===== src/rtl/pp_accumulator_pkg.sv =====
// Shared definitions for the partial-product accumulator.
// Holds the FSM state encoding and the beat index width.
package pp_accumulator_pkg;

   localparam int unsigned PP_IDX_W = 4;

   typedef enum logic [1:0] {
      IDLE  = 2'd0,
      ACCUM = 2'd1,
      DONE  = 2'd2
   } state_e;

endpackage


===== src/rtl/pp_accumulator.sv =====
// Accumulates pre-shifted partial products into one multiply result.
// Optional sticky carry-out flag is enabled by defining PP_ACCUMULATOR_OVF_EN.
module pp_accumulator
   import pp_accumulator_pkg::*;
#(
   parameter int unsigned N_PP  = 4,
   parameter int unsigned ACC_W = 32
) (
   input  logic                CLK,
   input  logic                RSTn,
   input  logic                start,
   input  logic                pp_valid,
   output logic                pp_ready,
   input  logic [ACC_W-1:0]    pp_data,
   input  logic [PP_IDX_W-1:0] pp_index,
   input  logic                pp_last,
   output logic                res_valid,
   input  logic                res_ready,
   output logic [ACC_W-1:0]    res,
   output logic                idx_err,
   output logic                ovf
);

   localparam logic [PP_IDX_W-1:0] LAST_CNT = PP_IDX_W'(N_PP - 1);

   state_e                state_q, state_d;
   logic [ACC_W-1:0]      acc_q, acc_d;
   logic [PP_IDX_W-1:0]   cnt_q, cnt_d;
   logic                  idx_err_q, idx_err_d;
   logic                  xfer;
   logic                  clear;
   logic [ACC_W-1:0]      sum;

`ifdef PP_ACCUMULATOR_OVF_EN
   logic [ACC_W:0]        sum_full;
   logic                  ovf_q;

   assign sum_full = {1'b0, acc_q} + {1'b0, pp_data};
   assign sum      = sum_full[ACC_W-1:0];
`else
   assign sum      = acc_q + pp_data;
`endif

   // A start in ACCUM aborts, so the beat presented that cycle is refused.
   assign pp_ready  = (state_q == ACCUM) && !start;
   assign xfer      = pp_valid && pp_ready;
   assign clear     = start && ((state_q == IDLE) || (state_q == ACCUM));
   assign res_valid = (state_q == DONE);
   assign res       = (state_q == DONE) ? acc_q : '0;
   assign idx_err   = idx_err_q;

   always_comb begin
      state_d   = state_q;
      acc_d     = acc_q;
      cnt_d     = cnt_q;
      idx_err_d = idx_err_q;
      unique case (state_q)
         IDLE: begin
            if (start) begin
               acc_d     = '0;
               cnt_d     = '0;
               idx_err_d = 1'b0;
               state_d   = ACCUM;
            end
         end
         ACCUM: begin
            if (start) begin
               acc_d     = '0;
               cnt_d     = '0;
               idx_err_d = 1'b0;
            end else if (xfer) begin
               acc_d = sum;
               cnt_d = cnt_q + 1'b1;
               if (pp_index != cnt_q) begin
                  idx_err_d = 1'b1;
               end
               if ((cnt_q == LAST_CNT) || pp_last) begin
                  state_d = DONE;
               end
            end
         end
         DONE: begin
            if (res_ready) begin
               state_d = IDLE;
            end
         end
         default: state_d = IDLE;
      endcase
   end

   always_ff @(posedge CLK or negedge RSTn) begin
      if (!RSTn) begin
         state_q   <= IDLE;
         acc_q     <= '0;
         cnt_q     <= '0;
         idx_err_q <= 1'b0;
      end else begin
         state_q   <= state_d;
         acc_q     <= acc_d;
         cnt_q     <= cnt_d;
         idx_err_q <= idx_err_d;
      end
   end

`ifdef PP_ACCUMULATOR_OVF_EN
   always_ff @(posedge CLK or negedge RSTn) begin
      if (!RSTn) begin
         ovf_q <= 1'b0;
      end else if (clear) begin
         ovf_q <= 1'b0;
      end else if (xfer && sum_full[ACC_W]) begin
         ovf_q <= 1'b1;
      end
   end

   assign ovf = ovf_q;
`else
   assign ovf = 1'b0;
`endif

endmodule


===== config.mk =====
export PLATFORM = sky130hd
export DESIGN_NAME = pp_accumulator
export DESIGN_NICKNAME = d
export VERILOG_FILES = /design/src/rtl/pp_accumulator_pkg.sv /design/src/rtl/pp_accumulator.sv
export SDC_FILE = /design/constraint.sdc
export NUM_CORES = 1
export LEC_CHECK = 0
export CAP_MARGIN = 20
export CORE_UTILIZATION = 45
export CTS_CLUSTER_SIZE = 16
export DETAILED_ROUTE_END_ITERATION = 12
export DONT_BUFFER_PORTS = 1
export PLACE_DENSITY = 0.68
export SLEW_MARGIN = 20
export SYNTH_ARGS = -nofsm -noshare
export SYNTH_HDL_FRONTEND = slang
export SYNTH_SLANG_ARGS = --single-unit
export TNS_END_PERCENT = 30

===== constraint.sdc =====
create_clock -name CLK -period 2.7 [get_ports CLK]
set_input_delay 0.81 -clock CLK [delete_from_list [all_inputs] [get_ports CLK]]
set_output_delay 0.81 -clock CLK [all_outputs]
set_load 0.01 [all_outputs]

# == Word level (Yosys, flattened, before mapping) ==
# Cells that the tools add are included.
# totals
word_cells,46
inputBits,42
register_bits,39
output_inout_bits,36
# classes
n_reduce_logical,9
n_addsub,2
n_eq_ne,11
mux,20
# op_table
cell,n
32-bit 2-to-1 mux,4
32-bit one-hot mux with 2 select lines,1
32-bit adder,1
4-bit 2-to-1 mux,3
2-bit 2-to-1 mux,5
4-bit one-hot mux with 2 select lines,1
"2-bit inequality test, second input constant",3
2-bit one-hot mux with 3 select lines,1
5-bit AND reduction,1
"4-bit by 1-bit adder with 4-bit output, second input constant",1
"4-bit by 2-bit equality test with 1-bit output, second input constant",1
1-bit 2-to-1 mux,4
"2-bit by 1-bit inequality test with 1-bit output, second input constant",2
4-bit inequality test,1
4-bit AND reduction,1
"3-bit by 2-bit inequality test with 1-bit output, second input constant",1
"3-bit inequality test, second input constant",1
3-bit AND reduction,1
"2-bit by 1-bit equality test with 1-bit output, second input constant",1
"2-bit equality test, second input constant",1
1-bit logical AND,2
2-bit zero test,1
1-bit one-hot mux with 2 select lines,1
2-bit nonzero test,1
2 further kinds,2

# == Logic depth before layout (Yosys ltp) ==
# logic_depth
ltp_word,6
ltp_mapped,11
mapped_depth_nobuf,11

# == Worst setup path before layout ==
# OpenSTA, ideal clock, no wires.
# synth_timing
kind,input to register
start,input pp_data[3]
end,register acc_q[15]
required_ps,2578
path_slack_ps,-95
path_stages,9
arrival_time_ps,2674
cell_sequence,ha_1 -> a21o_1 -> a21oi_2 -> a21oi_2 -> o21a_1 -> o21a_1 -> or2_4 -> a311o_1 -> a32o_1
# synth_via
elab_chain_cells,4
# synth_lines
element,line_no,rtl
from (decl),pp_accumulator.sv:14,"input logic [ACC_W-1:0] pp_data,"
32-bit adder,pp_accumulator.sv:41,assign sum = acc_q + pp_data;
32-bit 2-to-1 mux,pp_accumulator.sv:71,end else if (xfer) begin
32-bit 2-to-1 mux,pp_accumulator.sv:67,if (start) begin
32-bit one-hot mux with 2 select lines,pp_accumulator.sv:57,unique case (state_q)
to (signal assigned),pp_accumulator.sv:94,acc_q <= '0;
to (signal assigned),pp_accumulator.sv:99,acc_q <= acc_d;
to (decl),pp_accumulator.sv:27,"logic [ACC_W-1:0] acc_q, acc_d;"
# No other way between the ends. The select of a mux whose other input is x is not followed.
# A chain may end at the register's enable or synchronous reset.

# == Worst setup path in the final report ==
# layout_timing
start,input pp_data[0]
end,register acc_q[24]
# The elaborated chain is that of the path after synthesis.

==> results.md <==
* Status: finished, final reports clean
* Top_reg_cell synth: dfrtp_1
* DR vias at between 3000 and 4000
* Slew at the pin closest to its max-slew limit at between 0.6 and 0.7 ns
* WP data required at 2.94 ns
* Worst-case clock buffer depth at 2
* # IOs at 78
* Final setup fails at 0
* Die ar. at 8160 um^2
* Min Tclk post-route at 2.58 ns
* IO Port Bufs at 0
* GP Congestion at 0.895
* Setup CP Type: primary input to flop
* Slew margin rel. at 0.591
* Synth cell types at 61
* Fmax at 0.388 GHz
* Final Cycle Share at 0.955
* Met1 usage at 0.321
* CP Capture Type: flop
* Die height at 90.3 um
* Clock Skew at just over 0.008 ns
* Share of power burned in registers at 0.317
* CTS tree: yes
* Multi-input logic area at 2430 um^2
* Final Power at 2.33 mW
* P_sw at a little under 0.9 mW
* Starting Density at 0.474
* Crit Path Max Fanout at 5
* Antenna violations before repair at 0
* Final Hold Vio Count at 0
* Critical path data arrival time at approximately 2.8 ns
* P_int at 1.46 mW
* Most frequent cells in the layout: 53 x buf_4, 44 x nand2_1, 39 x dfrtp_1, 33 x and2_1, 31 x ha_1
* Setup bufs post-CTS at 0
* Netlist Area Pre-Place at 3510 um^2
* Post-synthesis sequential area ratio at 0.278
* Synthesized instance count at 423
* RSZ-0062 raised after global routing: false
* Root Driver: clkbuf_8
* Hold WS at 0.187 ns
* Worst VDD drop at 328 uV
* Final Net Count at 541
* Gate power share at 0.460
* Warnings, synthesis at 0
* CTS sink cnt at 39
* H-tree depth at 2
* Clock slew at reported path FFs at 0.09 ns
* Via density at 5.74
* DRT iter0 DRCs at 120
* Max Slew Vio Count at 0
* Total Wirelength at 9.20 mm
* Hold Buf Count CTS at 0
* Largest net degree at the start of global routing at 40
* Avg WL per Cell at 16.3 um
* M3 GR Usage at 0.0412
* Core Region at 7410 um^2
* CP Launch Type: primary input
* GRT Total Usage at 0.238
* Hold Crit Class: primary input to asynchronous set/reset pin
* Share of power burned in the clock network at 0.223
* First-pass GRT wire length at 15.7 mm
* Max Cap Viol at 0
* Syn Area/Cell at 8.30 um^2
* GR Util met2 at 0.377
* Switch share at 0.376
* Post-CTS Resized at 0
* DR pass1 iterations at 4
* DRC viols at 0
* Most common cell after layout, fill and taps aside: buf_4
* Most Crowded Layer GR: met2
* Register area at 976 um^2
* Rows at 31
* Vias in the first global route at 3294
* Routed Antenna Nets at 0
* Number of diodes at 0
* #FFs+latches synth at 39
* CTS buffer count at 5
* Syn Nets at between 400 and 500
* Asr flop ratio synth at 1.00
* Grt total ovfl at 0
* Fraction of final layout cells with drive strength greater than 1 at 0.176
* FILL cells at 699
* DIE WIDTH at roughly 90 um
* DPL Wire Length at 7.26 mm
* Power density over the cells at 571 nW/um^2
* Number of synthesized flops with an enable pin at 0
* Area Overhead vs Synth at 16.4%
* Leak pwr at 1.94 nW
* Skew-Pair Late Insertion Delay at 0.31 ns
[cell usage after synthesis, types with 2 or more instances]
cell type / instances / area (um^2)
inv_1: 11 / 41.3
clkbuf_1: 12 / 45.0
nor2_1: 26 / 97.6
o31ai_1: 2 / 15.0
o31ai_2: 2 / 25.0
a41oi_1: 3 / 26.3
a21oi_1: 29 / 145
xnor2_1: 17 / 149
o21bai_1: 4 / 30.0
nand3_1: 9 / 45.0
nand4_1: 5 / 31.3
o211ai_1: 5 / 37.5
nand2_1: 44 / 165
and2_1: 33 / 206
nand2b_1: 4 / 25.0
a221oi_1: 2 / 17.5
o21a_1: 8 / 60.1
o21bai_4: 2 / 37.5
a21o_1: 15 / 113
a22o_1: 4 / 35.0
nor2b_1: 5 / 31.3
a31oi_1: 3 / 18.8
a211o_1: 3 / 26.3
a21oi_2: 3 / 26.3
nor3_1: 8 / 40.0
o21ai_0: 30 / 150
ha_1: 32 / 400
and3_1: 6 / 37.5
xor2_1: 9 / 78.8
or2_2: 2 / 12.5
or4_1: 2 / 15.0
a211oi_1: 3 / 22.5
o2111ai_1: 3 / 26.3
buf_2: 2 / 10.0
dfrtp_1: 39 / 976
buf_6: 2 / 22.5
o21ai_1: 10 / 50.1
[kinds of logic (layout without fill, tap and decap cells)]
kind of cell    after synthesis  count (layout)  share of synthesized area
mux                           1               1                    0.00428
xor+xnor                     26              26                     0.0649
simple gates                151             151                      0.218
compound gates              143             143                      0.277
other cells                   1               1                    0.00107
fa+ha+maj                    33              33                      0.120
flops                        39              39                      0.278
buf+inv                      29              73                     0.0371
[sequential cells by signal, summed over array words and instances, names as in the netlist]
| register | cells |
|---|---|
| cnt_q | 4 |
| acc_q | 32 |
| idx_err | 1 |
| state_q | 2 |
[final timing paths]
path | from | end | slack, ns | cells past startpoint
hold reg to reg | state_q[1] | state_q[0] | 0.50 | 1
setup reg to reg | acc_q[0] | acc_q[24] | 0.23 | 11
hold / removal | RSTn | acc_q[0] | 0.19 | 0
min in group CLK | state_q[1] | state_q[0] | 0.50 | 1
max in group asynchronous | RSTn | acc_q[9] | 2.43 | 0
setup / recovery | pp_data[0] | acc_q[24] | 0.12 | 11
[metrics by stage]
stage	instances	setup TNS, ns	area [um^2]	worst slack [ns]	util
3_3_place_gp	558	-1.18	3970	-0.225	0.536
4_1_cts	566	0	4080	0.132	0.551
2_1_floorplan	423	-0.0274	3530	-0.0182	-
3_5_place_dp	558	-1.75	3970	-0.192	0.536
6_report	566	0	4090	0.123	0.552
5_1_grt	566	0	4090	0.0162	0.552
[power by group through the flow]
| stage | Sequential [mW] | Clock (mW) | Combinational [mW] |
|---|---|---|---|
| 2_1_floorplan | 0.727 | 0 | 0.747 |
| 3_3_place_gp | 0.749 | 0 | 1.04 |
| 3_5_place_dp | 0.753 | 0 | 1.06 |
| 4_1_cts | 0.742 | 0.532 | 1.07 |
| 5_1_grt | 0.754 | 0.555 | 1.19 |
| 6_report | 0.741 | 0.520 | 1.07 |
[layer usage]
layer  vias up  share of wire
li1       1617              -
met1      1532           0.47
met2        87           0.47
met3        15          0.048
met4         0          0.016
met5         -              0
[worst max-delay path: stages]
cell,delay (ns)
ha_1,0.15
inv_1,0.06
fa_2,0.34
nor2b_1,0.13
o21a_1,0.15
o21ai_2,0.07
a21oi_1,0.23
o2111a_1,0.24
nor3_2,0.08
or4_1,0.48
nand3_1,0.09
[final cells by class]
cell class	instances	area share
Clock buffer	5	0.0168
Clock inverter	3	0.0107
Inverter	12	0.0110
Multi-Input combinational cell	355	0.595
Sequential cell	39	0.239
Tap cell	99	0.0303
Timing Repair Buffer	53	0.0974
Power figures use the tool's default switching activity.
